**src/rtl/lcd_bus_pkg.sv**
```systemverilog
// Shared types and timing defaults for the HD44780-style LCD bus sequencer.
// The command predicate decides which writes need the long execution wait.
package lcd_bus_pkg;

    typedef enum logic [2:0] {
        IDLE,
        SETUP,
        PULSE,
        HOLD,
        WAIT
    } lcd_state_t;

    localparam int DEF_NREQ   = 2;
    localparam int DEF_T_AS   = 2;
    localparam int DEF_T_PW   = 12;
    localparam int DEF_T_H    = 2;
    localparam int DEF_T_CMD  = 2000;
    localparam int DEF_T_LONG = 82000;
    localparam int DEF_CW     = 17;

    localparam logic [7:0] LCD_CMD_CLEAR = 8'h01;
    localparam logic [7:0] LCD_CMD_HOME  = 8'h02;

    // Clear (0x01) and home (0x02/0x03) are the only commands with data[7:2] == 0,
    // and both need the long execution wait.
    function automatic logic is_long_cmd(input logic rs, input logic [7:0] data);
        return !rs && ((data | LCD_CMD_CLEAR | LCD_CMD_HOME) == (LCD_CMD_CLEAR | LCD_CMD_HOME));
    endfunction

endpackage

```
**src/rtl/lcd_prio_arbiter.sv**
```systemverilog
// Fixed-priority arbiter: the lowest set request index receives a one-hot grant.
// This block is purely combinational.
module lcd_prio_arbiter #(
    parameter int NREQ = 2
) (
    input  logic [NREQ-1:0] req,
    output logic [NREQ-1:0] grant
);

    // NOTE: every always_comb output gets a default first, so no latch is inferred.
    always_comb begin
        grant = '0;
        for (int i = NREQ - 1; i >= 0; i--) begin
            if (req[i]) begin
                grant    = '0;
                grant[i] = 1'b1;
            end
        end
    end

endmodule

```
**src/rtl/lcd_bus_sequencer.sv**
```systemverilog
// Serialises byte writes from prioritised requesters onto an HD44780-style LCD bus,
// generating the E-strobe setup/pulse/hold timing and the post-command execution wait.
module lcd_bus_sequencer
    import lcd_bus_pkg::*;
#(
    parameter int NREQ   = DEF_NREQ,
    parameter int T_AS   = DEF_T_AS,
    parameter int T_PW   = DEF_T_PW,
    parameter int T_H    = DEF_T_H,
    parameter int T_CMD  = DEF_T_CMD,
    parameter int T_LONG = DEF_T_LONG,
    parameter int CW     = DEF_CW
) (
    input  logic                 clk,
    input  logic                 reset_n,
    input  logic [NREQ-1:0]      req_valid,
    input  logic [NREQ-1:0]      req_rs,
    input  logic [NREQ-1:0][7:0] req_data,
    output logic [NREQ-1:0]      req_ready,
    output logic                 lcd_rs,
    output logic                 lcd_rw,
    output logic                 lcd_e,
    output logic [7:0]           lcd_data_out,
    output logic                 lcd_data_oe,
    output logic                 busy
);

    localparam logic [CW-1:0] LD_AS   = CW'(T_AS - 1);
    localparam logic [CW-1:0] LD_PW   = CW'(T_PW - 1);
    localparam logic [CW-1:0] LD_H    = CW'(T_H - 1);
    localparam logic [CW-1:0] LD_CMD  = CW'(T_CMD - 1);
    localparam logic [CW-1:0] LD_LONG = CW'(T_LONG - 1);

    lcd_state_t      state;
    logic [CW-1:0]   cnt;
    logic [NREQ-1:0] grant;
    logic            sel_rs;
    logic [7:0]      sel_data;
    logic            accept;
    logic            cnt_done;

    lcd_prio_arbiter #(
        .NREQ (NREQ)
    ) u_arbiter (
        .req   (req_valid),
        .grant (grant)
    );

    always_comb begin
        sel_rs   = 1'b0;
        sel_data = '0;
        for (int i = 0; i < NREQ; i++) begin
            if (grant[i]) begin
                sel_rs   = req_rs[i];
                sel_data = req_data[i];
            end
        end
    end

    // Ready is the only combinational output: it must coincide with the cycle the
    // byte is latched, and it is forced low while reset is held.
    assign accept    = (state == IDLE) && (|grant);
    assign req_ready = (reset_n && state == IDLE) ? grant : '0;
    assign lcd_rw    = 1'b0;
    assign cnt_done  = (cnt == '0);

    // NOTE: state registers use non-blocking assignments so every flop samples pre-edge values.
    always_ff @(posedge clk or negedge reset_n) begin
        if (!reset_n) begin
            state        <= IDLE;
            cnt          <= '0;
            lcd_e        <= 1'b0;
            lcd_rs       <= 1'b0;
            lcd_data_out <= '0;
            lcd_data_oe  <= 1'b0;
            busy         <= 1'b0;
        end else begin
            case (state)
                IDLE: begin
                    lcd_e       <= 1'b0;
                    lcd_data_oe <= 1'b0;
                    if (accept) begin
                        lcd_rs       <= sel_rs;
                        lcd_data_out <= sel_data;
                        lcd_data_oe  <= 1'b1;
                        busy         <= 1'b1;
                        cnt          <= LD_AS;
                        state        <= SETUP;
                    end
                end
                SETUP: begin
                    if (cnt_done) begin
                        lcd_e <= 1'b1;
                        cnt   <= LD_PW;
                        state <= PULSE;
                    end else begin
                        cnt <= cnt - CW'(1);
                    end
                end
                PULSE: begin
                    if (cnt_done) begin
                        lcd_e <= 1'b0;
                        cnt   <= LD_H;
                        state <= HOLD;
                    end else begin
                        cnt <= cnt - CW'(1);
                    end
                end
                HOLD: begin
                    if (cnt_done) begin
                        lcd_data_oe <= 1'b0;
                        cnt         <= is_long_cmd(lcd_rs, lcd_data_out) ? LD_LONG : LD_CMD;
                        state       <= WAIT;
                    end else begin
                        cnt <= cnt - CW'(1);
                    end
                end
                WAIT: begin
                    if (cnt_done) begin
                        busy  <= 1'b0;
                        state <= IDLE;
                    end else begin
                        cnt <= cnt - CW'(1);
                    end
                end
                default: begin
                    state <= IDLE;
                end
            endcase
        end
    end

    // Handshake and bus invariants that must hold regardless of requester behaviour.
    a_ready_onehot: assert property (@(posedge clk) disable iff (!reset_n) $onehot0(req_ready));
    a_ready_idle:   assert property (@(posedge clk) disable iff (!reset_n) (|req_ready) |-> !busy);
    a_e_driven:     assert property (@(posedge clk) disable iff (!reset_n) lcd_e |-> lcd_data_oe);
    a_rw_low:       assert property (@(posedge clk) lcd_rw == 1'b0);

endmodule

```
**config.mk**
```make
export PLATFORM = sky130hd
export DESIGN_NAME = lcd_bus_sequencer
export DESIGN_NICKNAME = d
export VERILOG_FILES = /design/src/rtl/lcd_bus_pkg.sv /design/src/rtl/lcd_prio_arbiter.sv /design/src/rtl/lcd_bus_sequencer.sv
export SDC_FILE = /design/constraint.sdc
export NUM_CORES = 1
export LEC_CHECK = 0
export ABC_AREA = 1
export CAP_MARGIN = 15
export CORE_ASPECT_RATIO = 0.6
export CORE_MARGIN = 4
export CORE_UTILIZATION = 40
export CTS_CLUSTER_DIAMETER = 80
export DETAILED_ROUTE_END_ITERATION = 7
export GPL_TIMING_DRIVEN = 0
export HOLD_SLACK_MARGIN = 0.03
export PLACE_DENSITY = 0.74
export SKIP_CTS_REPAIR_TIMING = 1
export SYNTH_ARGS = -nofsm -noshare
export SYNTH_HDL_FRONTEND = slang
export SYNTH_SLANG_ARGS = --single-unit
```
**constraint.sdc**
```tcl
create_clock -name clk -period 4.4 [get_ports clk]
set_input_delay 0.88 -clock clk [delete_from_list [all_inputs] [get_ports clk]]
set_output_delay 0.88 -clock clk [all_outputs]
set_load 0.005 [all_outputs]
```
# Word-level counts from Yosys, hierarchy flattened
# Cells that the tools add are included.
# Widths: inputs -> output; s select.
# totals
reg_bits,32
in_bits,22
out_inout_bits,15
word_cells,63
# op_classes
n_addsub,1
n_eq_ne,10
n_mux,27
n_reduce_logical,18
# ops
cell,count
$mux 17,6
$pmux 17 s5,1
$logic_not 17->1,1
$sub 17x1->17 const B,1
$mux 8,2
$mux 3,5
$pmux 3 s5,1
$ne 2x2->1 const B,6
$reduce_and 3->1,3
$eq 3x2->1 const B,2
$logic_not 6->1,1
$mux 1,6
$mux 2,3
$reduce_and 5->1,1
$reduce_bool 5->1,1
$pmux 1 s2,2
$reduce_and 2->1,2
$reduce_bool 2->1,2
$eq 3x1->1 const B,1
$eq 3x3->1 const B,1
$logic_and 1x1->1,3
$logic_not 3->1,1
$pmux 1 s3,1
$reduce_bool 3->1,1
2 further kinds,2

# Longest topological paths before layout
# Gate-level depths: netlist (run 1).
# depth
ltp_word,6
ltp_mapped,13
ltp_nobuf,13

# Modules after synthesis
# Synthesis (run 1) repeated with hierarchy kept, for this count alone.
# unflattened
hier_cells,307
hier_area_um2,2147.1
# by_module_without_submodules
module,n_inst,cells_each,area_per_inst_um2,seq_area_each_um2
lcd_bus_sequencer,1,304,2129.5,800.8
lcd_prio_arbiter,1,3,17.5,0.0

# Worst setup path after synthesis (run 1)
# OpenSTA, ideal clock, no wires.
# synth_timing
path_type,input to output
startpoint,input port req_valid[0]
endpoint,output port req_ready[1]
arrival_time_ns,1.627
t_required_ns,3.520
path_slack_ns,1.893
stages,5
n_path_buf,2
cell_sequence,buf_2 inv_1 clkbuf_1 nand2_1 nor3_1
# synth_via
elab_chain_len,2
# synth_lines
element,line,source
"start, declared",lcd_bus_sequencer.sv:16,"input logic [NREQ-1:0] req_valid,"
$mux 2,lcd_prio_arbiter.sv:14,if (req[i]) begin
$mux 2,lcd_bus_sequencer.sv:63,assign req_ready = (reset_n && state == IDLE) ? grant : '0;
"end, declared",lcd_bus_sequencer.sv:19,"output logic [NREQ-1:0] req_ready,"
# No other way between the ends.

# Worst setup path after layout (run 1)
# Ends and elaborated chain as after synthesis.

==> run_results.csv, run 1 <==
group,metric,value,unit
status,status,"complete, no violations",
cts,clock_latency,280,ps
routing,ant_nets,0,
routing,drt-total-wl,5610,um
floorplanning,core,5260,um^2
timing,fin_crit,3640,ps
routing,wire_per_inst,13.1,um
synthesis,ys_seq_area_share,35.4,%
grt,grt_pass1_wl,9360,um
cts,cts_buffers,5,
synthesis,async_flop_share,100,%
synthesis,netlist_instances,319,
setup_path,worstRegToRegCells,12,
floorplanning,rows,20,
layout,syn2layout_area_growth,23.1,%
synthesis,yosysWarnings,0,
timing,setup_viol,0,
cts,root_buffer,"clkbuf_8",
setup_path,path_max_fanout,10,
grt,grt_start_max_net_pins,34,
cts,clockBufferDepth,2,
routing,remaining_drc_errors,0,
place,dp_hpwl,4600,um
setup_path,worst_setup_path_end_kind,"output pin",
routing,drt_iter0_drc,103,
timing,rsz0062_at_grt,"false",
synthesis,yosys.cell_types.count,32,
layout,most-common-layout-cells,"109 x nand2_1, 36 x inv_1, 34 x clkdlybuf4s50_1",
synthesis,synth_nets,343,
timing,timing.final.ws_setup,762,ps
setup_path,crit_end,"req_ready[1]",
grt,grt_pass1_vias,1854,
layout,diodes,0,
setup_path,start_kind,"primary input",
timing,final_max_slew_viol_count,0,
cts,clock_sinks,32,
routing,via_count,2105,
setup_path,critical_path_class,"primary input to output pin",
place,dp_slack,772,ps
synthesis,synth_ff_type,"dfrtp_1",
floorplanning,die_width,105,um
setup_path,crit_arrival,2760,ps
cts,cts_max_level,2,
layout,layout-drive-gt1-share,14.4,%
setup_path,ff2ff_setup_slack,2570,ps
layout,layout_commonest_cell,"nand2_1",
timing,worst_pin_slew,729,ps
layout,final_nets,385,
hold_path,min_from,"busy",
power_and_ir_drop,total_power,575,uW
setup_path,reg2reg_to,"cnt[0]",
cts,cts_tree,"done",
floorplanning,fp.dieArea,6970,um^2
timing,hold_violations,0,
routing,dr.pass1.iters,5,
layout,final_area,2790,um^2
timing,skew,10.8,ps
power_and_ir_drop,ir_drop,0.135,mV
floorplanning,io_pins,37,
routing,viasPerCell,4.93,
place,placed_area,2690,um^2
synthesis,avgSynthCellArea,7.10,um^2
floorplanning,start_util,43.1,%
synthesis,netlist_area,2260,um^2
job,maxCapViolations,0,
place,port_buffers,35,
timing,relSlewSlack,51.4,%
setup_path,setup.worst_path.start,"req_valid[0]",
power_and_ir_drop,power_density,206,nW/um^2
place,place.gp.congestion,0.932,
power_and_ir_drop,p_leak,0.00150,uW
timing,fin_tns_setup,0,ps
layout,stdcell_count,427,
setup_path,r2r-start,"cnt[0]",
timing,fmax,275,MHz
synthesis,ys_seq_elements,32,
grt,grtUsageTotal,17.0,%
setup_path,required,3520,ps
floorplanning,fp.dieH,66.3,um
hold_path,hp-class,"flop to flop",
grt,antenna_found_initial,0,
timing,fin_crit_sh,82.7,%
cts,clk_pin_slew_worst_paths,70,ps
synthesis,synth_edf_count,0,
grt,overflow,0,
place,dpl.cell_count,420,
[power breakdown]
part / switching, uW / leakage, uW / internal [uW]
Clock: 106 / 0.0000503 / 139
Sequential: 0 / 0.000410 / 294
Combinational: 16.3 / 0.00104 / 19.8
Total: 122 / 0.00150 / 453
[through the flow]
| stage | hold slack (ps) | util, % |
|---|---|---|
| after floorplan | 465 | - |
| after global placement | 472 | 51.3 |
| after detailed placement | 462 | 51.2 |
| after CTS | 493 | 53.1 |
| after global routing | 533 | 53.1 |
| final | 486 | 53.1 |
[synth_stat cells (all sizes together), types with 2 or more instances]
library cell	n	area (um^2)
xor2	6	52.6
ha	2	25.0
nand2	116	463
dfrtp	32	801
nand4	2	12.5
nor3	4	20.0
buf	6	43.8
nor2	37	231
nand3	34	205
a21o	4	30.0
a21oi	9	45.0
inv	43	166
o21ai	15	90.1
mux2	5	56.3
[critical path, stage by stage]
cell and delay, ps:
clkdlybuf4s50_1 450, buf_2 210, inv_1 80, clkbuf_1 330, nand2_1 90, nor3_1 190
clkdlybuf4s50_1 530
[cell families (layout without fill, tap and decap cells)]
group | Yosys count | after routing | synth area share [%]
muxes | 5 | 5 | 2.49
buffers and inverters | 50 | 92 | 9.45
xor gates and xnor gates | 7 | 7 | 2.71
and+or+nand+nor | 194 | 194 | 41.4
other | 1 | 1 | 0.166
adders and majority gates | 2 | 2 | 1.10
AOI/OAI and AO/OA | 28 | 28 | 7.29
DFF | 32 | 32 | 35.4
[worst min path at each step]
| stage | end | slack, ps | cells after the start |
|---|---|---|---|
| floorplan | busy | 460 | 2 |
| global placement | busy | 470 | 2 |
| detailed placement | busy | 460 | 2 |
| CTS | busy | 490 | 2 |
| global route | lcd_data_out[0] | 530 | 1 |
| finish | busy | 490 | 2 |
[flip-flops by register name, summed over array words and instances, names as in the netlist]
name          cells
lcd_data_out      8
cnt              17
busy              1
lcd_data_oe       1
lcd_rs            1
state             3
lcd_e             1
[cell type report]
| cell class | instances | area (um^2) |
|---|---|---|
| Buffer | 7 | 47.5 |
| Clock buffer | 7 | 96.3 |
| Fill cell | 484 | 2470 |
| Inverter | 43 | 166 |
| Multi-Input combinational cell | 237 | 1250 |
| Sequential cell | 32 | 801 |
| Tap cell | 66 | 82.6 |
| Timing Repair Buffer | 35 | 345 |
[per-layer routing]
| layer | wire length (um) | track usage, % |
|---|---|---|
| met5 | 0 | 0 |
| met4 | 15 | 2.45 |
| met2 | 2040 | 21.6 |
| met1 | 3250 | 28.7 |
| met3 | 300 | 3.22 |
No activity file was read; power rests on OpenSTA's default activity.
==> inputs of run 2 (changes only) <==
--- a/config.mk
+++ b/config.mk
@@ -14,7 +14,7 @@
 export DETAILED_ROUTE_END_ITERATION = 7
 export GPL_TIMING_DRIVEN = 0
 export HOLD_SLACK_MARGIN = 0.03
-export PLACE_DENSITY = 0.74
+export PLACE_DENSITY = 0.76
 export SKIP_CTS_REPAIR_TIMING = 1
 export SYNTH_ARGS = -nofsm -noshare
 export SYNTH_HDL_FRONTEND = slang
==> constraint.sdc (replaced) <==
create_clock -name clk -period 3.1 [get_ports clk]
set_input_delay 0.62 -clock clk [delete_from_list [all_inputs] [get_ports clk]]
set_output_delay 0.62 -clock clk [all_outputs]
set_load 0.005 [all_outputs]
==> run_results.csv, run 2 (synthesis gave the netlist of run 1 again) <==
group,metric,value,unit
setup_path,critical_path_class,"primary input to output pin",
setup_path,required,2480,ps
power_and_ir_drop,p_leak,0.00150,uW
routing,viasPerCell,4.95,
setup_path,critPathTopFamily,"buffers and inverters",
setup_path,worst_setup_path_end_kind,"output pin",
place,port_buffers,35,
timing,worst_pin_slew,738,ps
routing,drt-total-wl,5630,um
layout,reg_top3,"cnt (17), lcd_data_out (8), state (3)",
cts,root_buffer,"clkbuf_8",
layout,diodes,0,
setup_path,cp_slowest_stage_delay,540,ps
setup_path,ff2ff_setup_slack,1230,ps
place,dp_hpwl,4620,um
setup_path,start_kind,"primary input",
layout,layout-drive-gt1-share,14.1,%
timing,fin_crit_sh,95.7,%
place,place.gp.congestion,0.944,
layout,largest_register_ffs,17,
layout,most-common-layout-cells,"109 x nand2_1, 36 x inv_1, 34 x clkdlybuf4s50_1",
setup_path,r2r-start,"cnt[0]",
setup_path,reg2reg_to,"cnt[0]",
power_and_ir_drop,total_power,801,uW
grt,overflow,0,
layout,postLayoutCoreUtil,52.9,%
place,placed_area,2690,um^2
layout,final_nets,384,
cts,clockBufferDepth,2,
timing,fmax,337,MHz
setup_path,crit_arrival,2350,ps
floorplanning,io_pins,37,
layout,final_area,2780,um^2
routing,ant_nets,0,
timing,setup_viol,0,
setup_path,critPathBufInv,4,
grt,antenna_found_initial,0,
cts,cts_buffers,5,
floorplanning,fp.dieArea,6970,um^2
grt,grt_pass1_wl,9190,um
routing,dr.pass1.iters,4,
cts,cts_tree,"done",
setup_path,crit_top_cell,"clkdlybuf4s50_1",
timing,relSlewSlack,50.8,%
floorplanning,core,5260,um^2
timing,final_max_slew_viol_count,0,
routing,wire_per_inst,13.2,um
grt,grt_pass1_vias,1841,
layout,top_register,"cnt",
floorplanning,fp.dieH,66.3,um
job,maxCapViolations,0,
grt,grtUsageTotal,17.0,%
power_and_ir_drop,power_density,288,nW/um^2
timing,fin_crit,2970,ps
layout,syn2layout_area_growth,22.7,%
floorplanning,rows,20,
grt,grt_start_max_net_pins,34,
status,status,"complete, no violations",
cts,clk_pin_slew_worst_paths,70,ps
layout,fillers,510,
floorplanning,start_util,43.1,%
setup_path,worstRegToRegCells,12,
timing,rsz0062_at_grt,"true",
routing,remaining_drc_errors,0,
routing,via_count,2115,
layout,layout_commonest_cell,"nand2_1",
layout,multi_input_area,1250,um^2
layout,regArea,801,um^2
power_and_ir_drop,ir_drop,0.179,mV
timing,hold_violations,0,
cts,cts_max_level,2,
setup_path,crit_path_top_delay_cell,"clkdlybuf4s50_1",
floorplanning,die_width,105,um
cts,clock_sinks,32,
setup_path,path_cells,"clkdlybuf4s50_1 > buf_2 > inv_1 > nor3_1 > clkdlybuf4s50_1",
timing,skew,4.80,ps
setup_path,path_max_fanout,11,
hold_path,hp-class,"primary input to asynchronous set/reset pin",
cts,clock_latency,280,ps
routing,drt_iter0_drc,111,
[run 2: cell counts in the layout (fill, tap and decap cells not counted)]
No cell type changed its count.
[run 2: worst reg2reg max path, delay by kind of cell, from the launching register on]
| kind | cells | cell delay [ps] |
|---|---|---|
| compound gates | 1 | 40 |
| flops | 1 | 370 |
| fa+ha+maj | 1 | 200 |
| simple gates | 6 | 660 |
| buf+inv | 4 | 480 |
[run 2: metal layers]
layer	vias up	track usage [%]	wire [um]
met2	63	22.2	2120
met3	4	4.20	323
met4	0	3.76	25
met5	-	0	0
li1	1082	-	-
met1	966	27.0	3160
[run 2: worst max-delay path by stage]
stage	start	slack, ps	end	cells after the start
5_1_grt	req_valid[0]	-6	req_ready[1]	6
4_1_cts	req_valid[0]	0.8	req_ready[1]	7
6_report	req_valid[0]	130	req_ready[0]	5
3_3_place_gp	reset_n	-610	req_ready[1]	4
2_1_floorplan	req_valid[0]	1110	req_ready[1]	5
3_5_place_dp	req_valid[0]	-3	req_ready[1]	7
[run 2: final cells by class]
| class | instances | share of cell area, % |
|---|---|---|
| Buffer | 6 | 1.58 |
| Clock buffer | 8 | 3.24 |
| Inverter | 43 | 5.99 |
| Multi-Input combinational cell | 237 | 45.0 |
| Sequential cell | 32 | 28.8 |
| Tap cell | 66 | 2.97 |
| Timing Repair Buffer | 35 | 12.4 |
[run 2: power breakdown]
group          leakage, uW  total (uW)  switching (uW)  internal [uW]
Combinational      0.00104        50.7            22.9           27.8
Clock            0.0000455         333             152            181
Sequential        0.000410         418               0            418
[run 2: stage by stage]
step	hold WS (ps)	instances	setup slack [ps]	setup TNS, ps
final	398	427	135	0
after global routing	452	427	-5.65	-5.65
after CTS	421	428	0.809	0
after detailed placement	479	420	-3.01	-3.01
after global placement	476	420	-607	-1210
after floorplan	324	319	1110	0
==> inputs of run 3 (changes only) <==
--- a/config.mk
+++ b/config.mk
@@ -16,6 +16,7 @@
 export HOLD_SLACK_MARGIN = 0.03
 export PLACE_DENSITY = 0.76
 export SKIP_CTS_REPAIR_TIMING = 1
+export SLEW_MARGIN = 20
 export SYNTH_ARGS = -nofsm -noshare
 export SYNTH_HDL_FRONTEND = slang
 export SYNTH_SLANG_ARGS = --single-unit
==> run_results.csv, run 3 (synthesis gave the netlist of run 1 again) <==
group,metric,value,unit
setup_path,required,2480,ps
setup_path,critPathBufInv,4,
grt,overflow,0,
layout,reg_top3,"cnt (17), lcd_data_out (8), state (3)",
layout,layout_commonest_cell,"nand2_1",
timing,setup_viol,0,
grt,antenna_found_initial,0,
grt,grt_start_max_net_pins,33,
layout,layout-drive-gt1-share,14.4,%
floorplanning,fp.dieH,66.3,um
layout,largest_register_ffs,17,
cts,cts_max_level,2,
routing,drt-total-wl,5640,um
setup_path,crit_arrival,2340,ps
cts,clockBufferDepth,2,
routing,remaining_drc_errors,0,
layout,top_register,"cnt",
layout,diodes,0,
power_and_ir_drop,total_power,798,uW
timing,rsz0062_at_grt,"true",
power_and_ir_drop,power_density,285,nW/um^2
place,dp_hpwl,4670,um
grt,grtUsageTotal,17.5,%
routing,via_count,2106,
layout,fillers,505,
routing,ant_nets,0,
place,port_buffers,35,
routing,drt_iter0_drc,146,
floorplanning,fp.dieArea,6970,um^2
layout,most-common-layout-cells,"109 x nand2_1, 36 x inv_1, 34 x clkdlybuf4s50_1",
floorplanning,die_width,105,um
hold_path,hp-class,"primary input to asynchronous set/reset pin",
cts,clock_sinks,32,
grt,grt_pass1_vias,1871,
layout,final_area,2800,um^2
timing,final_max_slew_viol_count,0,
routing,dr.pass1.iters,4,
routing,wire_per_inst,13.2,um
timing,fin_crit_sh,95.5,%
timing,fmax,338,MHz
cts,root_buffer,"clkbuf_8",
setup_path,critical_path_class,"primary input to output pin",
setup_path,worst_setup_path_end_kind,"output pin",
setup_path,crit_top_cell,"clkdlybuf4s50_1",
timing,fin_crit,2960,ps
setup_path,crit_path_top_delay_cell,"clkdlybuf4s50_1",
timing,skew,4.93,ps
place,placed_area,2710,um^2
setup_path,path_max_fanout,11,
layout,final_nets,385,
setup_path,cp_slowest_stage_delay,540,ps
routing,viasPerCell,4.92,
cts,cts_buffers,5,
job,maxCapViolations,0,
floorplanning,io_pins,37,
cts,clk_pin_slew_worst_paths,60,ps
status,status,"complete, no violations",
cts,cts_tree,"done",
cts,clock_latency,280,ps
setup_path,path_cells,"clkdlybuf4s50_1 > buf_2 > inv_1 > nor3_1 > clkdlybuf4s50_1",
place,place.gp.congestion,0.944,
power_and_ir_drop,p_leak,0.00151,uW
setup_path,critPathTopFamily,"buffers and inverters",
layout,postLayoutCoreUtil,53.3,%
floorplanning,start_util,43.1,%
layout,syn2layout_area_growth,23.6,%
setup_path,start_kind,"primary input",
timing,hold_violations,0,
floorplanning,rows,20,
floorplanning,core,5260,um^2
grt,grt_pass1_wl,9400,um
power_and_ir_drop,ir_drop,0.188,mV
## run 3: power breakdown
| group | total, uW | switching (uW) | internal (uW) |
|---|---|---|---|
| combinational | 53.4 | 23.0 | 30.4 |
| clock | 326 | 146 | 181 |
| sequential | 418 | 0 | 418 |
## run 3: layout make-up
type / count / area (um^2) / share of cell area [%]
inverter: 43 / 166 / 5.95
sequential: 32 / 801 / 28.6
timing repair buffer: 36 / 365 / 13.1
buffer: 6 / 43.8 / 1.56
tap: 66 / 82.6 / 2.95
clock buffer: 8 / 90.1 / 3.22
multi-input combinational: 237 / 1250 / 44.7
## run 3: path summary, 6_finish.rpt
check	startpoint	endpoint	slack, ps	cells after the start
max	req_valid[0]	req_ready[0]	140	5
min	reset_n	lcd_data_out[4]	130	1
max reg2reg	cnt[0]	cnt[1]	1220	12
min reg2reg	busy	busy	490	2
max in group asynchronous	reset_n	cnt[6]	2620	2
min in group clk	busy	busy	490	2
## run 3: routing by layer
| layer | GRT usage (%) | up-vias | part of all wire, % |
|---|---|---|---|
| met5 | 0 | - | 0 |
| met4 | 5.24 | 0 | 0.76 |
| met3 | 3.80 | 4 | 6.8 |
| met2 | 23.4 | 50 | 38 |
| met1 | 27.3 | 975 | 54 |
| li1 | - | 1077 | - |
## run 3: per-stage QoR
step | hold slack [ps] | instances | setup slack [ps] | setup TNS [ps]
2_1_floorplan | 324 | 319 | 1110 | 0
3_3_place_gp | 476 | 420 | -607 | -1210
3_5_place_dp | 420 | 421 | -8.08 | -8.08
4_1_cts | 118 | 429 | -16.3 | -16.3
5_1_grt | 109 | 428 | -17.8 | -17.8
6_report | 126 | 428 | 141 | 0
